===== src/rtl/taxi_sfp_mod_mon.sv =====
// Per-cage SFP+ supervisor: synchronizes and debounces the cage pins, runs a link-state
// FSM per port and drives TX disable, the cage LED, state reporting and change pulses.
module taxi_sfp_mod_mon #(
  parameter int CNT             = 2,
  parameter int DEBOUNCE_CYCLES = 125000,
  parameter int SETTLE_CYCLES   = 62500000,
  parameter int BLINK_FAST      = 7812500,
  parameter int BLINK_SLOW      = 31250000
) (
  input  logic                 clk,
  input  logic                 rst,
  input  logic [CNT-1:0]       sfp_npres,
  input  logic [CNT-1:0]       sfp_tx_fault,
  input  logic [CNT-1:0]       sfp_los,
  input  logic [CNT-1:0]       rx_status,
  output logic [CNT-1:0]       sfp_tx_disable,
  output logic [CNT-1:0]       sfp_led,
  output logic [CNT-1:0][2:0]  port_state,
  output logic [CNT-1:0]       state_change
);

  typedef enum logic [2:0] {
    ST_ABSENT    = 3'd0,
    ST_SETTLE    = 3'd1,
    ST_FAULT     = 3'd2,
    ST_NO_SIGNAL = 3'd3,
    ST_LINK_DOWN = 3'd4,
    ST_LINK_UP   = 3'd5
  } state_t;

  localparam int NB  = 3 * CNT;
  localparam int DBW = $clog2(DEBOUNCE_CYCLES);
  localparam int SW  = $clog2(SETTLE_CYCLES + 1);
  localparam int FW  = $clog2(BLINK_FAST + 1);
  localparam int LW  = $clog2(BLINK_SLOW + 1);

  localparam logic [DBW-1:0] DEB_LAST    = DBW'(DEBOUNCE_CYCLES - 1);
  localparam logic [SW-1:0]  SETTLE_LOAD = SW'(SETTLE_CYCLES - 1);
  localparam logic [FW-1:0]  FAST_LAST   = FW'(BLINK_FAST - 1);
  localparam logic [LW-1:0]  SLOW_LAST   = LW'(BLINK_SLOW - 1);

  // Pin vector layout {los, fault, npres}; idle levels are los=1, fault=0, npres=1.
  localparam logic [NB-1:0]  PIN_IDLE = {{CNT{1'b1}}, {CNT{1'b0}}, {CNT{1'b1}}};

  logic [NB-1:0]       pin_raw;
  logic [NB-1:0]       sync1_q, sync1_d, sync2_q, sync2_d, deb_q, deb_d;
  logic [DBW-1:0]      dcnt_q [NB];
  logic [DBW-1:0]      dcnt_d [NB];
  logic [CNT-1:0]      rx_s1_q, rx_s1_d, rx_s2_q, rx_s2_d;
  logic [FW-1:0]       fast_cnt_q, fast_cnt_d;
  logic [LW-1:0]       slow_cnt_q, slow_cnt_d;
  logic                fast_ph_q, fast_ph_d, slow_ph_q, slow_ph_d;
  logic [CNT-1:0][2:0] state_q, state_d;
  logic [SW-1:0]       scnt_q [CNT];
  logic [SW-1:0]       scnt_d [CNT];
  logic [CNT-1:0]      txdis_q, txdis_d, led_q, led_d;
  logic [CNT-1:0]      chg_pend_q, chg_pend_d, chg_q, chg_d;

  function automatic state_t link_eval(input logic fault, input logic los, input logic rx);
    if (fault)    return ST_FAULT;
    else if (los) return ST_NO_SIGNAL;
    else if (!rx) return ST_LINK_DOWN;
    else          return ST_LINK_UP;
  endfunction

  assign pin_raw = {sfp_los, sfp_tx_fault, sfp_npres};

  always_comb begin
    sync1_d    = pin_raw;
    sync2_d    = sync1_q;
    rx_s1_d    = rx_status;
    rx_s2_d    = rx_s1_q;
    deb_d      = deb_q;
    dcnt_d     = dcnt_q;
    fast_cnt_d = fast_cnt_q;
    fast_ph_d  = fast_ph_q;
    slow_cnt_d = slow_cnt_q;
    slow_ph_d  = slow_ph_q;
    state_d    = state_q;
    scnt_d     = scnt_q;
    txdis_d    = txdis_q;
    led_d      = led_q;
    chg_pend_d = '0;
    chg_d      = chg_pend_q;

    for (int k = 0; k < NB; k++) begin
      if (sync2_q[k] == deb_q[k]) begin
        dcnt_d[k] = '0;
      end else if (dcnt_q[k] == DEB_LAST) begin
        deb_d[k]  = sync2_q[k];
        dcnt_d[k] = '0;
      end else begin
        dcnt_d[k] = dcnt_q[k] + DBW'(1);
      end
    end

    if (fast_cnt_q == FAST_LAST) begin
      fast_cnt_d = '0;
      fast_ph_d  = ~fast_ph_q;
    end else begin
      fast_cnt_d = fast_cnt_q + FW'(1);
    end
    if (slow_cnt_q == SLOW_LAST) begin
      slow_cnt_d = '0;
      slow_ph_d  = ~slow_ph_q;
    end else begin
      slow_cnt_d = slow_cnt_q + LW'(1);
    end

    for (int i = 0; i < CNT; i++) begin
      // Module removal overrides everything else.
      if (deb_q[i]) begin
        state_d[i] = ST_ABSENT;
      end else begin
        case (state_t'(state_q[i]))
          ST_ABSENT: begin
            state_d[i] = ST_SETTLE;
            scnt_d[i]  = SETTLE_LOAD;
          end
          ST_SETTLE: begin
            if (scnt_q[i] == '0) state_d[i] = link_eval(deb_q[CNT+i], deb_q[2*CNT+i], rx_s2_q[i]);
            else                 scnt_d[i]  = scnt_q[i] - SW'(1);
          end
          ST_FAULT: begin
            if (!deb_q[CNT+i]) begin
              state_d[i] = ST_SETTLE;
              scnt_d[i]  = SETTLE_LOAD;
            end
          end
          ST_NO_SIGNAL, ST_LINK_DOWN, ST_LINK_UP: begin
            state_d[i] = link_eval(deb_q[CNT+i], deb_q[2*CNT+i], rx_s2_q[i]);
          end
          default: state_d[i] = ST_ABSENT;
        endcase
      end

      txdis_d[i] = (state_d[i] == ST_ABSENT) || (state_d[i] == ST_SETTLE) ||
                   (state_d[i] == ST_FAULT);
      case (state_t'(state_d[i]))
        ST_FAULT:     led_d[i] = fast_ph_q;
        ST_LINK_DOWN: led_d[i] = slow_ph_q;
        ST_LINK_UP:   led_d[i] = 1'b1;
        default:      led_d[i] = 1'b0;
      endcase
      chg_pend_d[i] = (state_d[i] != state_q[i]);
    end
  end

  always_ff @(posedge clk) begin
    if (rst) begin
      sync1_q    <= PIN_IDLE;
      sync2_q    <= PIN_IDLE;
      deb_q      <= PIN_IDLE;
      for (int k = 0; k < NB; k++) dcnt_q[k] <= '0;
      rx_s1_q    <= '0;
      rx_s2_q    <= '0;
      fast_cnt_q <= '0;
      fast_ph_q  <= 1'b0;
      slow_cnt_q <= '0;
      slow_ph_q  <= 1'b0;
      state_q    <= '0;
      for (int i = 0; i < CNT; i++) scnt_q[i] <= '0;
      txdis_q    <= '1;
      led_q      <= '0;
      chg_pend_q <= '0;
      chg_q      <= '0;
    end else begin
      sync1_q    <= sync1_d;
      sync2_q    <= sync2_d;
      deb_q      <= deb_d;
      dcnt_q     <= dcnt_d;
      rx_s1_q    <= rx_s1_d;
      rx_s2_q    <= rx_s2_d;
      fast_cnt_q <= fast_cnt_d;
      fast_ph_q  <= fast_ph_d;
      slow_cnt_q <= slow_cnt_d;
      slow_ph_q  <= slow_ph_d;
      state_q    <= state_d;
      scnt_q     <= scnt_d;
      txdis_q    <= txdis_d;
      led_q      <= led_d;
      chg_pend_q <= chg_pend_d;
      chg_q      <= chg_d;
    end
  end

  assign sfp_tx_disable = txdis_q;
  assign sfp_led        = led_q;
  assign port_state     = state_q;
  assign state_change   = chg_q;

endmodule

===== config.mk =====
export PLATFORM = sky130hd
export DESIGN_NAME = taxi_sfp_mod_mon
export DESIGN_NICKNAME = d
export VERILOG_FILES = /design/src/rtl/taxi_sfp_mod_mon.sv
export SDC_FILE = /design/constraint.sdc
export NUM_CORES = 1
export LEC_CHECK = 0
export BUFFER_PORTS_ARGS = -buffer_cell sky130_fd_sc_hd__buf_2
export CORE_AREA = 10 10 153 169
export CTS_CLUSTER_DIAMETER = 150
export DETAILED_ROUTE_END_ITERATION = 8
export DIE_AREA = 0 0 163 179
export GPL_ROUTABILITY_DRIVEN = 0
export PLACE_DENSITY_LB_ADDON = 0.05
export SLEW_MARGIN = 5
export SYNTH_ARGS = -nofsm -noshare
export SYNTH_HDL_FRONTEND = slang
export SYNTH_SLANG_ARGS = --single-unit
export TNS_END_PERCENT = 20

===== constraint.sdc =====
create_clock -name clk -period 4.4 [get_ports clk]
set_clock_uncertainty 0.05 [all_clocks]
set_input_delay 0.44 -clock clk [delete_from_list [all_inputs] [get_ports clk]]
set_output_delay 0.44 -clock clk [all_outputs]
set_load 0.05 [all_outputs]

After elaboration in Yosys (flattened, before gate mapping)
Index checks and enable logic that the tools add are counted.

cells by class
  add/sub/neg operators = 10
  multiply operators = 0
  div/mod/pow operators = 0
  magnitude comparators = 0
  eq/ne operators = 38
  shift operators = 0
  mux-type cells = 22
  bitwise gates (word level) = 10
  reductions and logical operators = 30

operators with widths
  cell                     number
  $pmux W26 S3             2
  $mux W26                 4
  $add A17 B1 Y17 const B  6
  $eq A17 B17 Y1 const B   6
  $logic_not A26 Y1        2
  $sub A26 B1 Y26 const B  2
  $mux W3                  10
  $add A25 B1 Y25 const B  1
  $eq A25 B25 Y1 const B   1
  $eq A3 B3 Y1 const B     8
  $pmux W3 S4              2
  $reduce_or A3 Y1         8
  $add A23 B1 Y23 const B  1
  $eq A23 B23 Y1 const B   1
  $eq A3 B2 Y1 const B     6
  $eq A3 B1 Y1 const B     4
  $logic_not A3 Y1         4
  $reduce_and A2 Y1        6
  $not A1 Y1               10
  $ne A2 B2 Y1 const B     4
  $reduce_and A4 Y1        2
  $eq A1 B1 Y1             6
  $ne A3 B3 Y1             2
  $pmux W1 S3              2
  4 further kinds          10

storage, ports and cells
  flip-flop bits (word level) = 240
  bits in latches = 0
  memory bits (writable) = 0
  bits in read-only memories = 0
  input bits = 10
  output and inout bits = 12
  logic and storage cells = 138
  memories = 0

Depth between registers and ports, before layout
Gate-level depths: netlist of the first run.

  depth in word-level cells = 9
  gate-level depth with buffers = 10
  mapped depth without buffers = 7

Worst setup path before layout of the first run
No wires, ideal clock.

  path type = register -> register
  from = register state_q (netlist bit port_state[3])
  to = register scnt_q[13] (netlist name)
  arrival time = 2.483 ns
  required time = 4.276 ns
  path slack = 1.793 ns
  cell stages (with the launch flop) = 10
  path buffers = 4
  cells stage by stage = dfxtp_1 > buf_2 > or4bb_1 > nor4_2 > and4_1 > buf_2 > clkbuf_1 > buf_2 > o21ai_0 > a31oi_1

between the ends
  cells in the longest elaborated chain, start to end = 3
  elaborated cells between the ends (all ways) = 8

RTL lines
  what                                                          RTL line  text
  start, declared                                               53        logic [CNT-1:0][2:0] state_q, state_d;
  start signal, assigned                                        178       state_q <= state_d;
  $eq A3 B1 Y1 (tied with other cells)                          115       case (state_t'(state_q[i]))
  $ne A2 B2 Y1 (no line) or $reduce_bool A3 Y1 (tied branches)  n/a
  $reduce_and A4 Y1 (no line)                                   n/a
  end signal, assigned                                          179       scnt_q <= scnt_d;
  end, declared                                                 54        logic [SW-1:0] scnt_q [CNT];

Several ways; a longest one is shown, not always the timed one.
A chain may end at the register's enable or synchronous reset.

Worst setup path after layout of the first run
  from = register scnt_q[0] (netlist name)
  to = register scnt_q[25] (netlist name)

between the ends
  cells in the longest elaborated chain, start to end = 3
  elaborated cells between the ends (all ways) = 6

RTL lines
  what                                                  RTL line
  $sub A26 B1 Y26 or $logic_not A26 Y1 (tied branches)  122, 121
  $mux W26 or $ne A2 B2 Y1 (tied branches)              n/a
  $pmux W26 S3 or $reduce_and A4 Y1 (tied branches)     n/a

Several ways; a longest one is shown, not always the timed one. The select of a mux whose other input is x is not followed.

==> results.rst, run 1 <==
.. list-table::
   :header-rows: 1

   * - Metric
     - Value
   * - HP Class
     - in2reg
   * - Post-Route M1 WL
     - roughly 11,000 um
   * - Total power divided by cell area
     - between 300 and 400 nW/um2
   * - Clock period minus final worst setup slack
     - ~2900 ps
   * - Number of antenna violations at the first check in global routing
     - 0
   * - Final-layout setup total negative slack
     - 0 ps
   * - Share of the yosys chip area belonging to registers
     - a little over two fifths
   * - Required time reported for the critical path endpoint
     - just under 5000 ps
   * - Top cells by count, synth
     - sky130_fd_sc_hd__dfxtp_1 (240), sky130_fd_sc_hd__nor2_1 (224), sky130_fd_sc_hd__xnor2_1 (76)
   * - Summed instance area of the synthesized netlist
     - between 10,000 and 15,000 um2
   * - Max IR drop VDD
     - 276 uV
   * - Most common cell in the synthesized netlist
     - sky130_fd_sc_hd__dfxtp_1
   * - Final HPWL DP
     - ~15,000 um
   * - Syn_area_per_cell
     - approximately 8.6 um2
   * - Leak pwr
     - approximately 4.1 nW
   * - Post-synthesis simple-gate area fraction
     - 31.3%
   * - Max stage delay cell, worst path
     - sky130_fd_sc_hd__and4_1
   * - Top area cells in the synthesized netlist
     - sky130_fd_sc_hd__dfxtp_1 (44%), sky130_fd_sc_hd__nor2_1 (7.7%), sky130_fd_sc_hd__xnor2_1 (6.1%)
   * - Iteration-0 DRC Markers
     - 407
   * - Synth Area in Adders
     - approximately 1.4%
   * - Crit-path max FO
     - 34
   * - Number of DRC violations after detailed routing
     - 0
   * - Xor and xnor fraction of the mapped netlist area
     - 11.3%
   * - Hold buffer count at CTS
     - 0
   * - Slack of the critical path
     - approximately 1500 ps
   * - Area growth, synth to finish
     - 11.7%
   * - Setup repair after global routing missed its margin
     - no
   * - Distinct cells, synth
     - 57
   * - Top-area cell type share of the netlist area
     - 43.8%
   * - Detailed-route vias per instance
     - ~5.5
   * - Clock tree sinks
     - 240
   * - Top routing layer in use
     - met4
   * - Clock root cell
     - sky130_fd_sc_hd__clkbuf_16
   * - Detailed Route WL
     - 22,600 um
   * - Initial core utilization
     - approximately half
   * - Count of yosys warnings during synthesis
     - 0
   * - Aggregate global-route resource usage
     - 15.6%
   * - Routed WL per cell
     - 14.2 um
   * - Number of placement rows
     - a little under 60
   * - Placed instance count
     - between 1,500 and 2,000
   * - Non-filler cells, final
     - between 1,500 and 2,000
   * - Die Outline Area
     - 29,200 um2
   * - Crit share post-route
     - between 60% and 70%
   * - Post-CTS clock slew at the launch and capture registers of the worst setup and hold paths
     - 70 ps
   * - Io pins
     - 22
   * - Height of the die
     - ~180 um
   * - CTS resizes
     - 0
   * - Count of flip-flops with a built-in enable after synthesis
     - 0
   * - Met2 layer wire length in the routed design
     - around 10,000 um
   * - Total of endpoints with negative setup slack in the final report
     - 0
   * - Final Power
     - ~4.8 mW
   * - Number of buffers inserted by post-CTS setup repair
     - 0
   * - H-tree lvl count
     - 1
   * - First-pass GRT wire length
     - 39,600 um
   * - Met3 routed WL
     - between 800 and 900 um
   * - Share of synthesized registers carrying an async set or reset
     - 0%
   * - Endpoint class of the critical path
     - flip-flop
   * - Placed Instance Area
     - approximately 11,000 um2
   * - Arrival time at the worst endpoint
     - around 3300 ps
   * - Largest area contributor in the synthesized netlist
     - sky130_fd_sc_hd__dfxtp_1
   * - Synthesized-area fraction occupied by ao, oa, aoi and oai cells
     - approximately 8.1%
   * - Skew-Pair Late Insertion Delay
     - roughly 530 ps
   * - Clock Path Buffers
     - 3
   * - Multiplexer share of the synthesized area
     - 0.820%
   * - Place WS
     - around 1500 ps
   * - Pin count of the biggest net entering global routing
     - 35
   * - Final instance area
     - about 12,000 um2
   * - Number of port buffers
     - 21
   * - Number of global-route vias before repair
     - just over 8,000
   * - Flop and latch count out of synthesis
     - between 200 and 250
   * - Overall via count from detail_route
     - 8,726
   * - Count of final hold-check violations
     - 0
   * - Width of the die
     - between 150 and 200 um
   * - Number of max-cap violations
     - 0
   * - Cell count after synthesis
     - approximately 1,300
   * - Max Clock Freq
     - about 0.35 GHz
   * - Overflow left after global routing
     - 0
   * - Worst max-slew margin expressed relative to the limit
     - between 20% and 30%
   * - Startpoint kind of the worst setup timing path
     - flip-flop
   * - Top FF cell, synth
     - sky130_fd_sc_hd__dfxtp_1
   * - Delay contributed by the slowest stage of the critical path
     - between 900 and 1000 ps
   * - Hold path depth
     - 2
   * - ANT nets after route
     - 0
   * - Cells traversed along the worst timing path
     - inv_1 -> ha_1 -> or4bb_1 -> nor4_2 -> and4_1 -> o21ai_0 -> a31oi_1
   * - Actual transition at the worst max-transition pin
     - approximately 1100 ps
   * - Antenna diode count
     - 0
   * - Share of cells above drive strength 1
     - under 10%
   * - Nets in the synthesized netlist
     - 1,302
   * - Worst-case reg-to-reg path depth
     - 7
   * - Slew Viols, Final
     - 0
   * - Type of the worst setup path
     - reg2reg
   * - TritonRoute pass-1 iters
     - 4
   * - Main combinational cell family by area after synthesis
     - simple AND/OR/NAND/NOR gates
   * - Area of the core region
     - ~22,000 um2
   * - Layout net count
     - around 1,300
   * - TritonCTS clock tree
     - done
   * - Number of buffers created by CTS
     - 26
   * - Run status
     - completed
cell families (layout without fill, tap and decap cells):
| group | Yosys count | in the layout |
|---|---|---|
| buffers and inverters | 87 | 101 |
| AO/OA/AOI/OAI | 130 | 130 |
| XOR/XNOR | 142 | 142 |
| AND/OR/NAND/NOR | 660 | 660 |
| flip-flops | 240 | 240 |
| multiplexers | 9 | 9 |
| adder cells (fa/ha/maj) | 12 | 12 |
area by class of cell:
| type | instances | area, um2 |
|---|---|---|
| repair buffers | 25 | 135 |
| multi-input cells | 953 | 5820 |
| well taps | 300 | 375 |
| clock inverters | 18 | 307 |
| clock buffers | 30 | 717 |
| inverters | 28 | 105 |
| flip-flops and latches | 240 | 4800 |
| fillers | 2136 | 10200 |
power by group:
| group | switching [mW] | total [mW] | internal (mW) |
|---|---|---|---|
| clock network | 0.921 | 2.56 | 1.64 |
| registers | 0.00775 | 2.19 | 2.19 |
| logic | 0.0391 | 0.0593 | 0.0202 |
| total | 0.968 | 4.81 | 3.84 |
worst paths after layout:
| check | start | to | slack (ps) |
|---|---|---|---|
| worst max register to register | scnt_q[0] | scnt_q[25] | 1510 |
| worst min register to register | sync1_q[4] | sync2_q[4] | 360 |
| worst max-delay path | scnt_q[0] | scnt_q[25] | 1510 |
| worst min-delay path | sfp_los[0] | sync1_q[4] | 50 |
cells in the final DEF (no fill, tap or decap), types with 6 or more instances in the layout:
cell type                     n
sky130_fd_sc_hd__nor2b_1     16
sky130_fd_sc_hd__a21oi_1     20
sky130_fd_sc_hd__dfxtp_1    240
sky130_fd_sc_hd__a211oi_1     7
sky130_fd_sc_hd__or4_1       25
sky130_fd_sc_hd__buf_2       21
sky130_fd_sc_hd__and4_1      12
sky130_fd_sc_hd__nand2b_1     8
sky130_fd_sc_hd__xor2_1      66
sky130_fd_sc_hd__nand2_1     75
sky130_fd_sc_hd__or2_2       20
sky130_fd_sc_hd__o41ai_1      6
sky130_fd_sc_hd__and3_1      19
sky130_fd_sc_hd__nor2_1     224
sky130_fd_sc_hd__or3_1       31
sky130_fd_sc_hd__o31ai_1     20
sky130_fd_sc_hd__inv_1       28
sky130_fd_sc_hd__mux2i_1      9
sky130_fd_sc_hd__a31oi_1     29
sky130_fd_sc_hd__xnor2_1     76
sky130_fd_sc_hd__nand3_1     65
sky130_fd_sc_hd__and2_1      10
sky130_fd_sc_hd__nor4_1      30
sky130_fd_sc_hd__nor3_1      41
sky130_fd_sc_hd__nand4_1     44
sky130_fd_sc_hd__clkbuf_16   27
sky130_fd_sc_hd__nor4b_1      9
sky130_fd_sc_hd__ha_1        12
sky130_fd_sc_hd__o21ai_0     16
sky130_fd_sc_hd__bufinv_16    8
registers in the layout, indices dropped and copies added, names as in the netlist, 2 cells and up:
register and count:
dcnt_q 102, slow_cnt_q 25, deb_q 6, sfp_tx_disable 2, port_state 6, sync1_q 6
sfp_led 2, rx_s2_q 2, sync2_q 6, rx_s1_q 2, chg_d 2, scnt_q 52
fast_cnt_q 23, state_change 2
stage by stage:
stage	utilization, %	hold slack [ps]
global placement	50.0	345
detailed placement	50.0	346
global route	54.5	42.1
CTS	54.5	30.2
floorplan	-	339
finish	54.5	51.3
critical path: cells and delay by family (launching register included):
| kind | cells | cell delay (ps) |
|---|---|---|
| AND/OR/NAND/NOR | 3 | 1760 |
| AO/OA/AOI/OAI | 2 | 420 |
| adder cells (fa/ha/maj) | 1 | 160 |
| flip-flops | 1 | 340 |
| buffers and inverters | 1 | 90 |
metal layers:
metal / global-route usage [%] / up-vias
li1: - / 4519
met3: 2.30 / 41
met2: 25.2 / 97
met4: 4.89 / 0
met5: 0 / -
met1: 21.0 / 4069
Note: power is estimated with default switching activity, not from simulation.
==> inputs of run 2 (changes only) <==
clock period = 2.3 ns   (was 4.4 ns; I/O delays follow)
==> run 2 against run 1 <==
Against the previous run:
- combinational power grew 130%
- clock power is 73% higher
- worst setup slack lost 1500 ps
- hold slack better by 310 ps
- critical path depth down 1
- final cell count up 4.7%
- routed wire length rose by 4.2%
- sequential power increased by 92%
- critical endpoint is now scnt_q[39]
- largest cell class unchanged
- largest power group unchanged
- highest routed layer unchanged
==> results.rst, run 2 (same netlist as run 1, synthesis figures left out) <==
.. list-table::
   :header-rows: 1

   * - Metric
     - Value
   * - Largest registers ranked by flip-flop count
     - dcnt_q: 102 flops, scnt_q: 52 flops, slow_cnt_q: 25 flops (unchanged)
   * - Leak pwr
     - 4.45 nW (was 4.09 nW)
   * - Io pins
     - 22 (unchanged)
   * - Crit share post-route
     - 98.7% (was 65.6%)
   * - Crit-path max FO
     - 24 (was 34)
   * - Total power divided by cell area
     - 678 nW/um2 (was 392 nW/um2)
   * - Number of DRC violations after detailed routing
     - 0 (unchanged)
   * - Clock period minus final worst setup slack
     - 2270 ps (was 2890 ps)
   * - Count of final hold-check violations
     - 0 (unchanged)
   * - Actual transition at the worst max-transition pin
     - 587 ps (was 1130 ps)
   * - Fill count
     - 2,107 (was 2,136)
   * - Critical hold path startpoint
     - sync1_q[5] (was sfp_los[0])
   * - Detailed-route vias per instance
     - 5.39 (was 5.47)
   * - Clock root cell
     - sky130_fd_sc_hd__clkbuf_16 (unchanged)
   * - H-tree lvl count
     - 1 (unchanged)
   * - Final HPWL DP
     - 15,700 um (was 14,900 um)
   * - Number of antenna violations at the first check in global routing
     - 0 (unchanged)
   * - Commonest cells after routing, fill and taps aside
     - sky130_fd_sc_hd__dfxtp_1 (237), sky130_fd_sc_hd__nor2_1 (224), sky130_fd_sc_hd__xnor2_1 (76) (was sky130_fd_sc_hd__dfxtp_1 (240), sky130_fd_sc_hd__nor2_1 (224), sky130_fd_sc_hd__xnor2_1 (76))
   * - Delay contributed by the slowest stage of the critical path
     - 550 ps (was 960 ps)
   * - Top delay family on crit path
     - simple AND/OR/NAND/NOR gates (unchanged)
   * - Routed WL per cell
     - 14.1 um (was 14.2 um)
   * - Layout net count
     - 1,371 (was 1,296)
   * - Arrival time at the worst endpoint
     - 2660 ps (was 3300 ps)
   * - Die Outline Area
     - 29,200 um2 (unchanged)
   * - Slack of the critical path
     - 29.6 ps (was 1510 ps)
   * - Aggregate global-route resource usage
     - 15.9% (was 15.6%)
   * - Number of placement rows
     - 58 (unchanged)
   * - Width of the die
     - 163 um (unchanged)
   * - Crit-path most repeated cell
     - sky130_fd_sc_hd__or4_4
   * - Number of buffers created by CTS
     - 27 (was 26)
   * - Worst Path Buf+Inv
     - 1 (unchanged)
   * - Cells traversed along the worst timing path
     - or4_4 -> or4_4 -> nor4_4 -> buf_12 -> o21ai_0 -> a31oi_1 (was inv_1 -> ha_1 -> or4bb_1 -> nor4_2 -> and4_1 -> o21ai_0 -> a31oi_1)
   * - Endpoint class of the critical path
     - flip-flop (unchanged)
   * - Setup crit start
     - scnt_q[43] (was scnt_q[0])
   * - HP Class
     - reg2reg (was in2reg)
   * - Slew Viols, Final
     - 0 (unchanged)
   * - Max stage delay cell, worst path
     - sky130_fd_sc_hd__or4_4 (was sky130_fd_sc_hd__and4_1)
   * - Number of global-route vias before repair
     - 8,675 (was 8,292)
   * - Clock tree sinks
     - 240 (unchanged)
   * - Placed instance count
     - 1,606 (was 1,546)
   * - Height of the die
     - 179 um (unchanged)
   * - Flip-flop count of the largest register, all copies and words added
     - 102 (unchanged)
   * - Max IR drop VDD
     - 536 uV (was 276 uV)
   * - Share of cells above drive strength 1
     - 13.8% (was 8.50%)
   * - Iteration-0 DRC Markers
     - 329 (was 407)
   * - Hold slack final
     - 357 ps (was 51.3 ps)
   * - Worst max-slew margin expressed relative to the limit
     - 60.9% (was 23.6%)
   * - Type of the worst setup path
     - reg2reg (unchanged)
   * - Final Power
     - 8.76 mW (was 4.81 mW)
   * - Number of max-cap violations
     - 0 (unchanged)
   * - Pin count of the biggest net entering global routing
     - 25 (was 35)
   * - TritonCTS clock tree
     - done (unchanged)
   * - Clock Path Buffers
     - 3 (unchanged)
   * - Skew-Pair Late Insertion Delay
     - 530 ps (about the same)
   * - ANT nets after route
     - 0 (unchanged)
   * - Startpoint kind of the worst setup timing path
     - flip-flop (unchanged)
   * - Overall via count from detail_route
     - 8,999 (was 8,726)
   * - Register containing the most flip-flops in the final layout
     - dcnt_q (unchanged)
   * - Run status
     - completed (unchanged)
   * - Most common library cell in the layout ignoring fill and taps
     - sky130_fd_sc_hd__dfxtp_1 (unchanged)
   * - Number of port buffers
     - 21 (unchanged)
   * - Setup repair after global routing missed its margin
     - yes (was no)
   * - Overflow left after global routing
     - 0 (unchanged)
   * - Required time reported for the critical path endpoint
     - 2690 ps (was 4810 ps)
   * - TritonRoute pass-1 iters
     - 4 (unchanged)
   * - Detailed Route WL
     - 23,600 um (was 22,600 um)
   * - First-pass GRT wire length
     - 40,300 um (was 39,600 um)
   * - RR Startpoint
     - scnt_q[43] (was scnt_q[0])
   * - Antenna diode count
     - 0 (unchanged)
   * - Final-layout setup total negative slack
     - 0 ps (unchanged)
   * - Non-filler cells, final
     - 1,669 (was 1,594)
   * - Post-CTS clock slew at the launch and capture registers of the worst setup and hold paths
     - 60 ps (was 70 ps)
   * - Area of the core region
     - 22,500 um2 (unchanged)
   * - Total of endpoints with negative setup slack in the final report
     - 0 (unchanged)
   * - Initial core utilization
     - 48.8% (unchanged)
   * - Max Clock Freq
     - 0.440 GHz (was 0.346 GHz)
   * - Place WS
     - 16.0 ps (was 1530 ps)
   * - Area growth, synth to finish
     - 17.6% (was 11.7%)
-- run 2: worst register-to-register path: stages (launching register included) --
cell                      delay, ps
sky130_fd_sc_hd__dfxtp_2        330
sky130_fd_sc_hd__or4_4          540
sky130_fd_sc_hd__or4_4          550
sky130_fd_sc_hd__nor4_4         230
sky130_fd_sc_hd__buf_12         200
sky130_fd_sc_hd__o21ai_0        100
sky130_fd_sc_hd__a31oi_1        180
-- run 2: timing repair --
item,4_1_cts,5_1_grt
setup buffers,3,3
pin swaps,5,6
endpoints found under the setup margin,17,46
gates resized for setup,8,17
gates cloned,2,0
hold buffers,9,0
endpoints found under the hold margin,11,0
-- run 2: stage by stage --
stage          instance area [um2]  utilization [%]
6_report                     12900             57.4
2_1_floorplan                11000                -
5_1_grt                      12900             57.4
3_5_place_dp                 11700             52.1
4_1_cts                      12900             57.2
3_3_place_gp                 11700             52.1
-- run 2: power by group --
part | switching [mW] | total (mW) | leakage [nW] | internal, mW
Combinational | 0.0794 | 0.139 | 2.06 | 0.0600
Clock | 1.71 | 4.42 | 0.454 | 2.71
Sequential | 0.0151 | 4.20 | 1.94 | 4.18
-- run 2: path summary, 6_finish.rpt --
path                                   end  slack [ps]  cells past startpoint
worst min-delay path            sync2_q[5]         360                      1
worst max-delay path            scnt_q[39]          30                      6
worst min register to register  sync2_q[5]         360                      1
worst max register to register  scnt_q[39]          30                      6
-- run 2: layout make-up --
class | instances | area, um2 | area share (%)
Inverter | 28 | 105 | 0.814
Timing Repair Buffer | 99 | 776 | 6.01
Clock inverter | 12 | 146 | 1.13
Sequential cell | 240 | 4810 | 37.3
Multi-Input combinational cell | 953 | 5920 | 45.8
Tap cell | 300 | 375 | 2.91
Clock buffer | 37 | 783 | 6.07
-- run 2: layer usage --
layer / vias to the layer above / part of all wire (%) / global-route usage, %
li1: 4664 / - / -
met1: 4190 / 49 / 20.9
met2: 104 / 45 / 26.5
met3: 41 / 3.6 / 2.48
met4: 0 / 1.9 / 4.32
met5: - / 0 / 0
